File: src/rtl/spi_arb_pkg.sv
// Shared types and constants for the SPI-bridge read arbiter.
package spi_arb_pkg;

  typedef enum logic [1:0] {
    IDLE = 2'd0,
    ADDR = 2'd1,
    DATA = 2'd2
  } state_t;

  localparam logic [1:0] RESP_OKAY      = 2'b00;
  localparam logic [1:0] RESP_SLVERR    = 2'b10;
  localparam logic [2:0] ARPROT_DEFAULT = 3'b000;

endpackage

File: src/rtl/spi_read_arbiter_if.sv
// Requester command/response bundle plus the AXI4-Lite read channels toward the SPI bridge.
interface spi_read_arbiter_if #(
  parameter int N_REQ  = 4,
  parameter int ADDR_W = 24,
  parameter int DATA_W = 32
);
  logic [N_REQ-1:0]        req_valid;
  logic [N_REQ*ADDR_W-1:0] req_addr;
  logic [N_REQ-1:0]        req_ready;
  logic [N_REQ-1:0]        rsp_valid;
  logic [DATA_W-1:0]       rsp_data;
  logic [1:0]              rsp_resp;

  logic [ADDR_W-1:0]       araddr;
  logic                    arvalid;
  logic                    arready;
  logic [2:0]              arprot;
  logic [DATA_W-1:0]       rdata;
  logic [1:0]              rresp;
  logic                    rvalid;
  logic                    rready;

  modport master (
    input  req_valid, req_addr, arready, rdata, rresp, rvalid,
    output req_ready, rsp_valid, rsp_data, rsp_resp, araddr, arvalid, arprot, rready
  );

  modport slave (
    output req_valid, req_addr, arready, rdata, rresp, rvalid,
    input  req_ready, rsp_valid, rsp_data, rsp_resp, araddr, arvalid, arprot, rready
  );
endinterface

File: src/rtl/rr_pick.sv
// Combinational round-robin picker: first set request after i_last_grant, wrapping modulo N.
module rr_pick #(
  parameter int N  = 4,
  parameter int IW = (N > 1) ? $clog2(N) : 1
) (
  input  logic [N-1:0]  i_req,
  input  logic [IW-1:0] i_last_grant,
  output logic [N-1:0]  o_grant_oh,
  output logic [IW-1:0] o_grant_idx,
  output logic          o_any_req
);

  always_comb begin
    int            w_pos;
    logic [IW-1:0] w_idx;
    w_pos       = 0;
    w_idx       = '0;
    o_grant_oh  = '0;
    o_grant_idx = '0;
    o_any_req   = 1'b0;
    // N need not be a power of two, so wrap by subtraction rather than truncation.
    for (int k = 1; k <= N; k++) begin
      w_pos = int'(i_last_grant) + k;
      if (w_pos >= N) begin
        w_pos = w_pos - N;
      end
      w_idx = IW'(w_pos);
      if (!o_any_req && i_req[w_idx]) begin
        o_any_req         = 1'b1;
        o_grant_idx       = w_idx;
        o_grant_oh[w_idx] = 1'b1;
      end
    end
  end

endmodule

File: src/rtl/spi_read_arbiter.sv
// Round-robin sharing of one AXI4-Lite read master among N_REQ requesters,
// one transaction at a time, with a hung-slave timeout that answers SLVERR.
module spi_read_arbiter
  import spi_arb_pkg::*;
#(
  parameter int N_REQ       = 4,
  parameter int ADDR_W      = 24,
  parameter int DATA_W      = 32,
  parameter int TIMEOUT_CYC = 255
) (
  input  logic               ACLK,
  input  logic               ARESETn,
  spi_read_arbiter_if.master bus,
  output logic               busy,
  output logic               timeout_err
);

  localparam int IW      = $clog2(N_REQ);
  localparam int CNT_RAW = $clog2(TIMEOUT_CYC + 1);
  localparam int CNT_W   = (CNT_RAW < 1) ? 1 : CNT_RAW;
  localparam logic [CNT_W-1:0] CNT_LIM = CNT_W'(TIMEOUT_CYC);
  localparam bit TO_EN = (TIMEOUT_CYC != 0);

  state_t             r_state,       w_state_next;
  logic [IW-1:0]      r_grant,       w_grant_next;
  logic [IW-1:0]      r_last_grant,  w_last_grant_next;
  logic [ADDR_W-1:0]  r_araddr,      w_araddr_next;
  logic               r_arvalid,     w_arvalid_next;
  logic               r_rready,      w_rready_next;
  logic [N_REQ-1:0]   r_req_ready,   w_req_ready_next;
  logic [N_REQ-1:0]   r_rsp_valid,   w_rsp_valid_next;
  logic [DATA_W-1:0]  r_rsp_data,    w_rsp_data_next;
  logic [1:0]         r_rsp_resp,    w_rsp_resp_next;
  logic               r_timeout_err, w_timeout_err_next;
  logic               r_busy,        w_busy_next;
  logic [CNT_W-1:0]   r_cnt,         w_cnt_next;

  logic [ADDR_W-1:0]  w_req_addr [N_REQ];
  logic [N_REQ-1:0]   w_pick_oh;
  logic [IW-1:0]      w_pick_idx;
  logic               w_any_req;
  logic [N_REQ-1:0]   w_grant_oh;
  logic               w_to_hit;
  logic               w_to_fire;

  for (genvar gi = 0; gi < N_REQ; gi++) begin : g_addr
    assign w_req_addr[gi] = bus.req_addr[gi*ADDR_W +: ADDR_W];
  end

  rr_pick #(.N(N_REQ), .IW(IW)) u_pick (
    .i_req        (bus.req_valid),
    .i_last_grant (r_last_grant),
    .o_grant_oh   (w_pick_oh),
    .o_grant_idx  (w_pick_idx),
    .o_any_req    (w_any_req)
  );

  assign w_grant_oh = N_REQ'(1) << r_grant;
  assign w_to_hit   = TO_EN && (r_cnt == CNT_LIM);

  always_comb begin
    w_state_next       = r_state;
    w_grant_next       = r_grant;
    w_last_grant_next  = r_last_grant;
    w_araddr_next      = r_araddr;
    w_arvalid_next     = r_arvalid;
    w_rready_next      = r_rready;
    w_req_ready_next   = '0;
    w_rsp_valid_next   = '0;
    w_rsp_data_next    = r_rsp_data;
    w_rsp_resp_next    = r_rsp_resp;
    w_timeout_err_next = 1'b0;
    w_cnt_next         = r_cnt;
    w_to_fire          = 1'b0;

    unique case (r_state)
      IDLE: begin
        if (w_any_req) begin
          w_grant_next     = w_pick_idx;
          w_araddr_next    = w_req_addr[w_pick_idx];
          w_arvalid_next   = 1'b1;
          w_req_ready_next = w_pick_oh;
          w_cnt_next       = '0;
          w_state_next     = ADDR;
        end
      end
      ADDR: begin
        // A handshake landing on the limit cycle still wins over the timeout.
        if (r_arvalid && bus.arready) begin
          w_arvalid_next = 1'b0;
          w_rready_next  = 1'b1;
          w_cnt_next     = '0;
          w_state_next   = DATA;
        end else if (w_to_hit) begin
          w_to_fire = 1'b1;
        end else if (TO_EN) begin
          w_cnt_next = r_cnt + 1'b1;
        end
      end
      DATA: begin
        if (r_rready && bus.rvalid) begin
          w_rready_next     = 1'b0;
          w_rsp_data_next   = bus.rdata;
          w_rsp_resp_next   = bus.rresp;
          w_rsp_valid_next  = w_grant_oh;
          w_last_grant_next = r_grant;
          w_state_next      = IDLE;
        end else if (w_to_hit) begin
          w_to_fire = 1'b1;
        end else if (TO_EN) begin
          w_cnt_next = r_cnt + 1'b1;
        end
      end
      default: w_state_next = IDLE;
    endcase

    // Dead slave: abandon the AXI phase and answer the requester with SLVERR.
    if (w_to_fire) begin
      w_arvalid_next     = 1'b0;
      w_rready_next      = 1'b0;
      w_rsp_data_next    = '0;
      w_rsp_resp_next    = RESP_SLVERR;
      w_rsp_valid_next   = w_grant_oh;
      w_timeout_err_next = 1'b1;
      w_last_grant_next  = r_grant;
      w_state_next       = IDLE;
    end

    w_busy_next = (w_state_next != IDLE);
  end

  always_ff @(posedge ACLK or negedge ARESETn) begin
    if (!ARESETn) begin
      r_state       <= IDLE;
      r_grant       <= '0;
      r_last_grant  <= IW'(N_REQ - 1);
      r_araddr      <= '0;
      r_arvalid     <= 1'b0;
      r_rready      <= 1'b0;
      r_req_ready   <= '0;
      r_rsp_valid   <= '0;
      r_rsp_data    <= '0;
      r_rsp_resp    <= RESP_OKAY;
      r_timeout_err <= 1'b0;
      r_busy        <= 1'b0;
      r_cnt         <= '0;
    end else begin
      r_state       <= w_state_next;
      r_grant       <= w_grant_next;
      r_last_grant  <= w_last_grant_next;
      r_araddr      <= w_araddr_next;
      r_arvalid     <= w_arvalid_next;
      r_rready      <= w_rready_next;
      r_req_ready   <= w_req_ready_next;
      r_rsp_valid   <= w_rsp_valid_next;
      r_rsp_data    <= w_rsp_data_next;
      r_rsp_resp    <= w_rsp_resp_next;
      r_timeout_err <= w_timeout_err_next;
      r_busy        <= w_busy_next;
      r_cnt         <= w_cnt_next;
    end
  end

  assign bus.req_ready = r_req_ready;
  assign bus.rsp_valid = r_rsp_valid;
  assign bus.rsp_data  = r_rsp_data;
  assign bus.rsp_resp  = r_rsp_resp;
  assign bus.araddr    = r_araddr;
  assign bus.arvalid   = r_arvalid;
  assign bus.arprot    = ARPROT_DEFAULT;
  assign bus.rready    = r_rready;
  assign busy          = r_busy;
  assign timeout_err   = r_timeout_err;

endmodule

File: src/flat_wrapper.sv
// flat-port wrapper written by rule: the top's interface ports become plain ports
module spi_read_arbiter_flat import spi_arb_pkg::*;
#(
  parameter int N_REQ       = 4,
  parameter int ADDR_W      = 24,
  parameter int DATA_W      = 32,
  parameter int TIMEOUT_CYC = 255
)
  (ACLK, ARESETn, busy, timeout_err, bus_req_valid, bus_req_addr, bus_arready, bus_rdata, bus_rresp, bus_rvalid, bus_req_ready, bus_rsp_valid, bus_rsp_data, bus_rsp_resp, bus_araddr, bus_arvalid, bus_arprot, bus_rready);
  spi_read_arbiter_if #(.N_REQ(N_REQ), .ADDR_W(ADDR_W), .DATA_W(DATA_W)) bus_i ();
  input  logic ACLK;
  input  logic ARESETn;
  output logic busy;
  output logic timeout_err;
  input wire logic [$bits(bus_i.req_valid)-1:0] bus_req_valid;
  input wire logic [$bits(bus_i.req_addr)-1:0] bus_req_addr;
  input wire logic [$bits(bus_i.arready)-1:0] bus_arready;
  input wire logic [$bits(bus_i.rdata)-1:0] bus_rdata;
  input wire logic [$bits(bus_i.rresp)-1:0] bus_rresp;
  input wire logic [$bits(bus_i.rvalid)-1:0] bus_rvalid;
  output wire logic [$bits(bus_i.req_ready)-1:0] bus_req_ready;
  output wire logic [$bits(bus_i.rsp_valid)-1:0] bus_rsp_valid;
  output wire logic [$bits(bus_i.rsp_data)-1:0] bus_rsp_data;
  output wire logic [$bits(bus_i.rsp_resp)-1:0] bus_rsp_resp;
  output wire logic [$bits(bus_i.araddr)-1:0] bus_araddr;
  output wire logic [$bits(bus_i.arvalid)-1:0] bus_arvalid;
  output wire logic [$bits(bus_i.arprot)-1:0] bus_arprot;
  output wire logic [$bits(bus_i.rready)-1:0] bus_rready;
  assign bus_i.req_valid = bus_req_valid;
  assign bus_i.req_addr = bus_req_addr;
  assign bus_i.arready = bus_arready;
  assign bus_i.rdata = bus_rdata;
  assign bus_i.rresp = bus_rresp;
  assign bus_i.rvalid = bus_rvalid;
  assign bus_req_ready = bus_i.req_ready;
  assign bus_rsp_valid = bus_i.rsp_valid;
  assign bus_rsp_data = bus_i.rsp_data;
  assign bus_rsp_resp = bus_i.rsp_resp;
  assign bus_araddr = bus_i.araddr;
  assign bus_arvalid = bus_i.arvalid;
  assign bus_arprot = bus_i.arprot;
  assign bus_rready = bus_i.rready;
  spi_read_arbiter #(.N_REQ(N_REQ), .ADDR_W(ADDR_W), .DATA_W(DATA_W), .TIMEOUT_CYC(TIMEOUT_CYC)) u_core (.ACLK(ACLK), .ARESETn(ARESETn), .bus(bus_i), .busy(busy), .timeout_err(timeout_err));
endmodule
File: config.mk
export PLATFORM = sky130hd
export DESIGN_NAME = spi_read_arbiter_flat
export DESIGN_NICKNAME = d
export VERILOG_FILES = /design/src/rtl/spi_arb_pkg.sv /design/src/rtl/spi_read_arbiter_if.sv /design/src/rtl/rr_pick.sv /design/src/rtl/spi_read_arbiter.sv /design/src/flat_wrapper.sv
export SDC_FILE = /design/constraint.sdc
export NUM_CORES = 1
export LEC_CHECK = 0
export CAP_MARGIN = 20
export CORE_UTILIZATION = 45
export DETAILED_ROUTE_END_ITERATION = 12
export PLACE_DENSITY = 0.94
export RECOVER_POWER = 25
export SLEW_MARGIN = 30
export SYNTH_ARGS = -nofsm -noshare
export SYNTH_HDL_FRONTEND = slang
export SYNTH_HIERARCHICAL = 1
export SYNTH_SLANG_ARGS = --single-unit
File: constraint.sdc
create_clock -name ACLK -period 7.92 [get_ports ACLK]
set_clock_uncertainty 0.05 [all_clocks]
set_input_delay 0.792 -clock ACLK [delete_from_list [all_inputs] [get_ports ACLK]]
set_output_delay 0.792 -clock ACLK [all_outputs]
set_load 0.01 [all_outputs]
==> results_dict.tcl <==
set metrics [dict create \
    n_antenna_cell 0 \
    antenna_found_initial 0 \
    io_buffers 207 \
    vias 4053 \
    critPathLaunchType "input pin" \
    worstSkewPairLatency_ns 0.35 \
    cts_buffers 9 \
    die_h_um 103 \
    final-seq-area_mm2 0.00210 \
    pin_count 211 \
    synth_seq_area_share 0.456 \
    p_per_area_mw_per_mm2 355 \
    wl_per_cell_um 17.3 \
    cp.required_ns 7.32 \
    rrSetupSlack_ns 4.65 \
    endpoint_kind "async pin" \
    drv_cap 1 \
    routed_wirelength_mm 12.9 \
    netlist_area_mm2 0.00462 \
    path_buf_inv 1 \
    multi_input_area_mm2 0.00232 \
    ys_ff_latch 84 \
    grtUsageTotal 0.241 \
    area_growth_pct 49.6 \
    path_depth 1 \
    crit_arrival_ns 3.87 \
    cts_root_buf "clkbuf_8" \
    fin_cells 746 \
    total_leakage_power_nw 2.79 \
    hold_buffers 0 \
    grt-ovfl-total 0 \
    drive_gt1_frac 0.145 \
    hpwl_mm 9.74 \
    ys_types 60 \
    synth.top_cell.area_share 0.444 \
    postCtsSetupBuffers 0 \
    nets 759 \
    drtIter0Drc 143 \
    crit_family "buffers and inverters" \
    reg2reg_from "u_core/r_last_grant[0]$_DFFE_PN1P_" \
    period_minus_slack_ns 4.47 \
    fin_crit_sh 0.565 \
    crit_chain "clkbuf_1" \
    synth.area.top_cells "dfrtp_1 44%, mux4_2 12%, nand2_1 7.1%" \
    start_util 0.468 \
    r2r-end "u_core/bus.araddr[12]$_DFFE_PN0P_" \
    criticalPathCategory "in -> async" \
    synth.avg_cell_area_um2 11.1 \
    setup.worst_path.start "ARESETn" \
    viasPerCell 5.43 \
    placed_cell_area_mm2 0.00669 \
    cts.sinks 84 \
    worstMarginPinSlew_ns 4.37 \
    grt_pass1_wl_mm 19.2 \
    endpoint "u_core/bus.araddr[19]$_DFFE_PN0P_" \
    synth-edff-count 0 \
    grt_pass1_vias 4083 \
    stdcell_area_mm2 0.00691 \
    hold_violations 0 \
    drtPass1Iterations 4 \
    rsz0062_at_grt "no" \
    rows 36 \
    die_x_um 103 \
    setup-violations-final 0 \
    maxSlewViolCount 85 \
    cts_max_path_buffers 2 \
    clkTransAtPathRegs_ns 0.09 \
    critical_path.max_stage_delay_ns 2.99 \
    crit_fanout 84 \
    ctsResizeCount 0 \
    cts_tree "built" \
    slew_headroom -1.91 \
    synthCells 417 \
    setup_tns_ns 0 \
    place_inst 730 \
    violations "capacitance limit, slew limit" \
    reg2reg_depth 7 \
    nFillCells 682 \
    max_freq_mhz 224 \
    grt_max_degree 85 \
    power_w 0.00246 \
    yosysWarnings 6 \
    slowest_stage "clkbuf_1" \
    place_congestion 0.853 \
    yosys.area.top_type "dfrtp_1" \
    fp.coreArea_mm2 0.00986 \
    htreeDepth 3 \
    status "finished, violations left" \
    peakVddDrop_mv 0.178 \
    whs_ns 0.469 \
    drc 0 \
    die_area_mm2 0.0107 \
    synth-main-ff-cell "dfrtp_1" \
    antenna_left 0 \
    worstHoldPathType "reg -> reg" \
    synthArstFlopShare 1.00 \
]
==> how the worst min path moves through the flow <==
stage	to	cells past startpoint	startpoint	slack [ns]
after floorplan	u_core/bus.rsp_valid[2]$_DFF_PN0_	1	u_core/r_grant[0]$_DFFE_PN0P_	0.42
after global placement	u_core/bus.rsp_resp[1]$_DFFE_PN0P_	2	u_core/bus.rsp_resp[1]$_DFFE_PN0P_	0.43
after detailed placement	u_core/bus.araddr[20]$_DFFE_PN0P_	1	u_core/bus.araddr[20]$_DFFE_PN0P_	0.44
after CTS	u_core/bus.rsp_data[3]$_DFFE_PN0P_	1	ARESETn	0.45
after global routing	u_core/bus.araddr[16]$_DFFE_PN0P_	1	u_core/bus.araddr[16]$_DFFE_PN0P_	0.48
final	u_core/bus.araddr[13]$_DFFE_PN0P_	1	u_core/bus.araddr[13]$_DFFE_PN0P_	0.47
==> placed cells by master, fill, tap and decap left out, types with 3 or more instances in the layout <==
cell,n
a221o_1,4
o21ai_1,5
ha_1,13
nor2_1,14
nand3_1,4
mux4_2,25
and3_1,5
nor3_1,6
mux2_2,27
a22oi_1,3
dfrtp_1,82
clkdlybuf4s50_1,206
clkbuf_8,9
inv_1,7
o21ai_0,5
o31ai_1,3
a31oi_1,3
a21oi_1,44
nand2_1,86
conb_1,3
==> where the power goes <==
group | total (W) | internal, W | switching [W]
Clock | 0.000341 | 0.000180 | 0.000161
Sequential | 0.000738 | 0.000612 | 0.000126
Combinational | 0.00138 | 0.000787 | 0.000591
Total | 0.00246 | 0.00158 | 0.000878
==> area by class of cell <==
| class | count | share of cell area |
|---|---|---|
| Multi-Input combinational cell | 298 | 0.336 |
| Sequential cell | 84 | 0.304 |
| Timing Repair Buffer | 207 | 0.299 |
| Tap cell | 133 | 0.0241 |
| Clock buffer | 9 | 0.0179 |
| Clock inverter | 7 | 0.0143 |
| Inverter | 8 | 0.00434 |
==> cell families after synthesis <==
kind of cell	Yosys count	synth area share
fa+ha+maj	13	0.0352
buf+inv	37	0.0471
compound gates	90	0.128
flops	84	0.456
other cells	1	0.000812
mux	56	0.199
simple gates	136	0.134
==> registers in the layout, indices dropped and copies added (netlist names) <==
| signal | cells |
|---|---|
| u_core/bus.rsp_data | 32 |
| u_core/bus.araddr | 24 |
| u_core/r_cnt | 8 |
| u_core/bus.req_ready | 4 |
| u_core/bus.rsp_valid | 4 |
| u_core/bus.rsp_resp | 2 |
| u_core/r_grant | 2 |
| u_core/r_last_grant | 2 |
| u_core/r_state | 2 |
| u_core/bus.arvalid | 1 |
| u_core/bus.rready | 1 |
| u_core/busy | 1 |
| u_core/timeout_err | 1 |
==> per-layer routing <==
metal	track usage	vias up	wire length (µm)
met3	0.0712	31	1010
met4	0.101	0	387
met1	0.261	1922	4780
met5	0	-	0
met2	0.442	219	6710
li1	-	1881	-
==> synth_stat cells, types with 2 or more instances <==
master    count
mux4_2       25
o21ai_1       5
nand4_1       2
nor3_1        6
ha_1         13
o21ai_0       5
clkbuf_1      9
a21boi_0      2
nand2_1      87
nor2_1       14
a221o_1       4
dfstp_2       2
dfrtp_1      82
mux2i_1       2
o31a_1        2
o31ai_1       3
a21oi_1      44
a31oi_1       3
buf_4         4
and3_1        5
a211oi_1      2
nand2b_1      2
a22o_1        2
nor3_2        2
buf_6         7
mux2_2       27
nor3b_1       2
buf_2         9
nor2b_1       2
nand3_1       5
inv_1         7
a22oi_1       3
==> metrics by stage <==
| stage | setup slack, ns | utilization |
|---|---|---|
| 6_report | 3.45 | 0.701 |
| 5_1_grt | 2.41 | 0.701 |
| 4_1_cts | 4.09 | 0.701 |
| 3_5_place_dp | 3.70 | 0.678 |
| 3_3_place_gp | 3.78 | 0.677 |
| 2_1_floorplan | 4.75 | - |
Note: power is estimated with default switching activity, not from simulation.
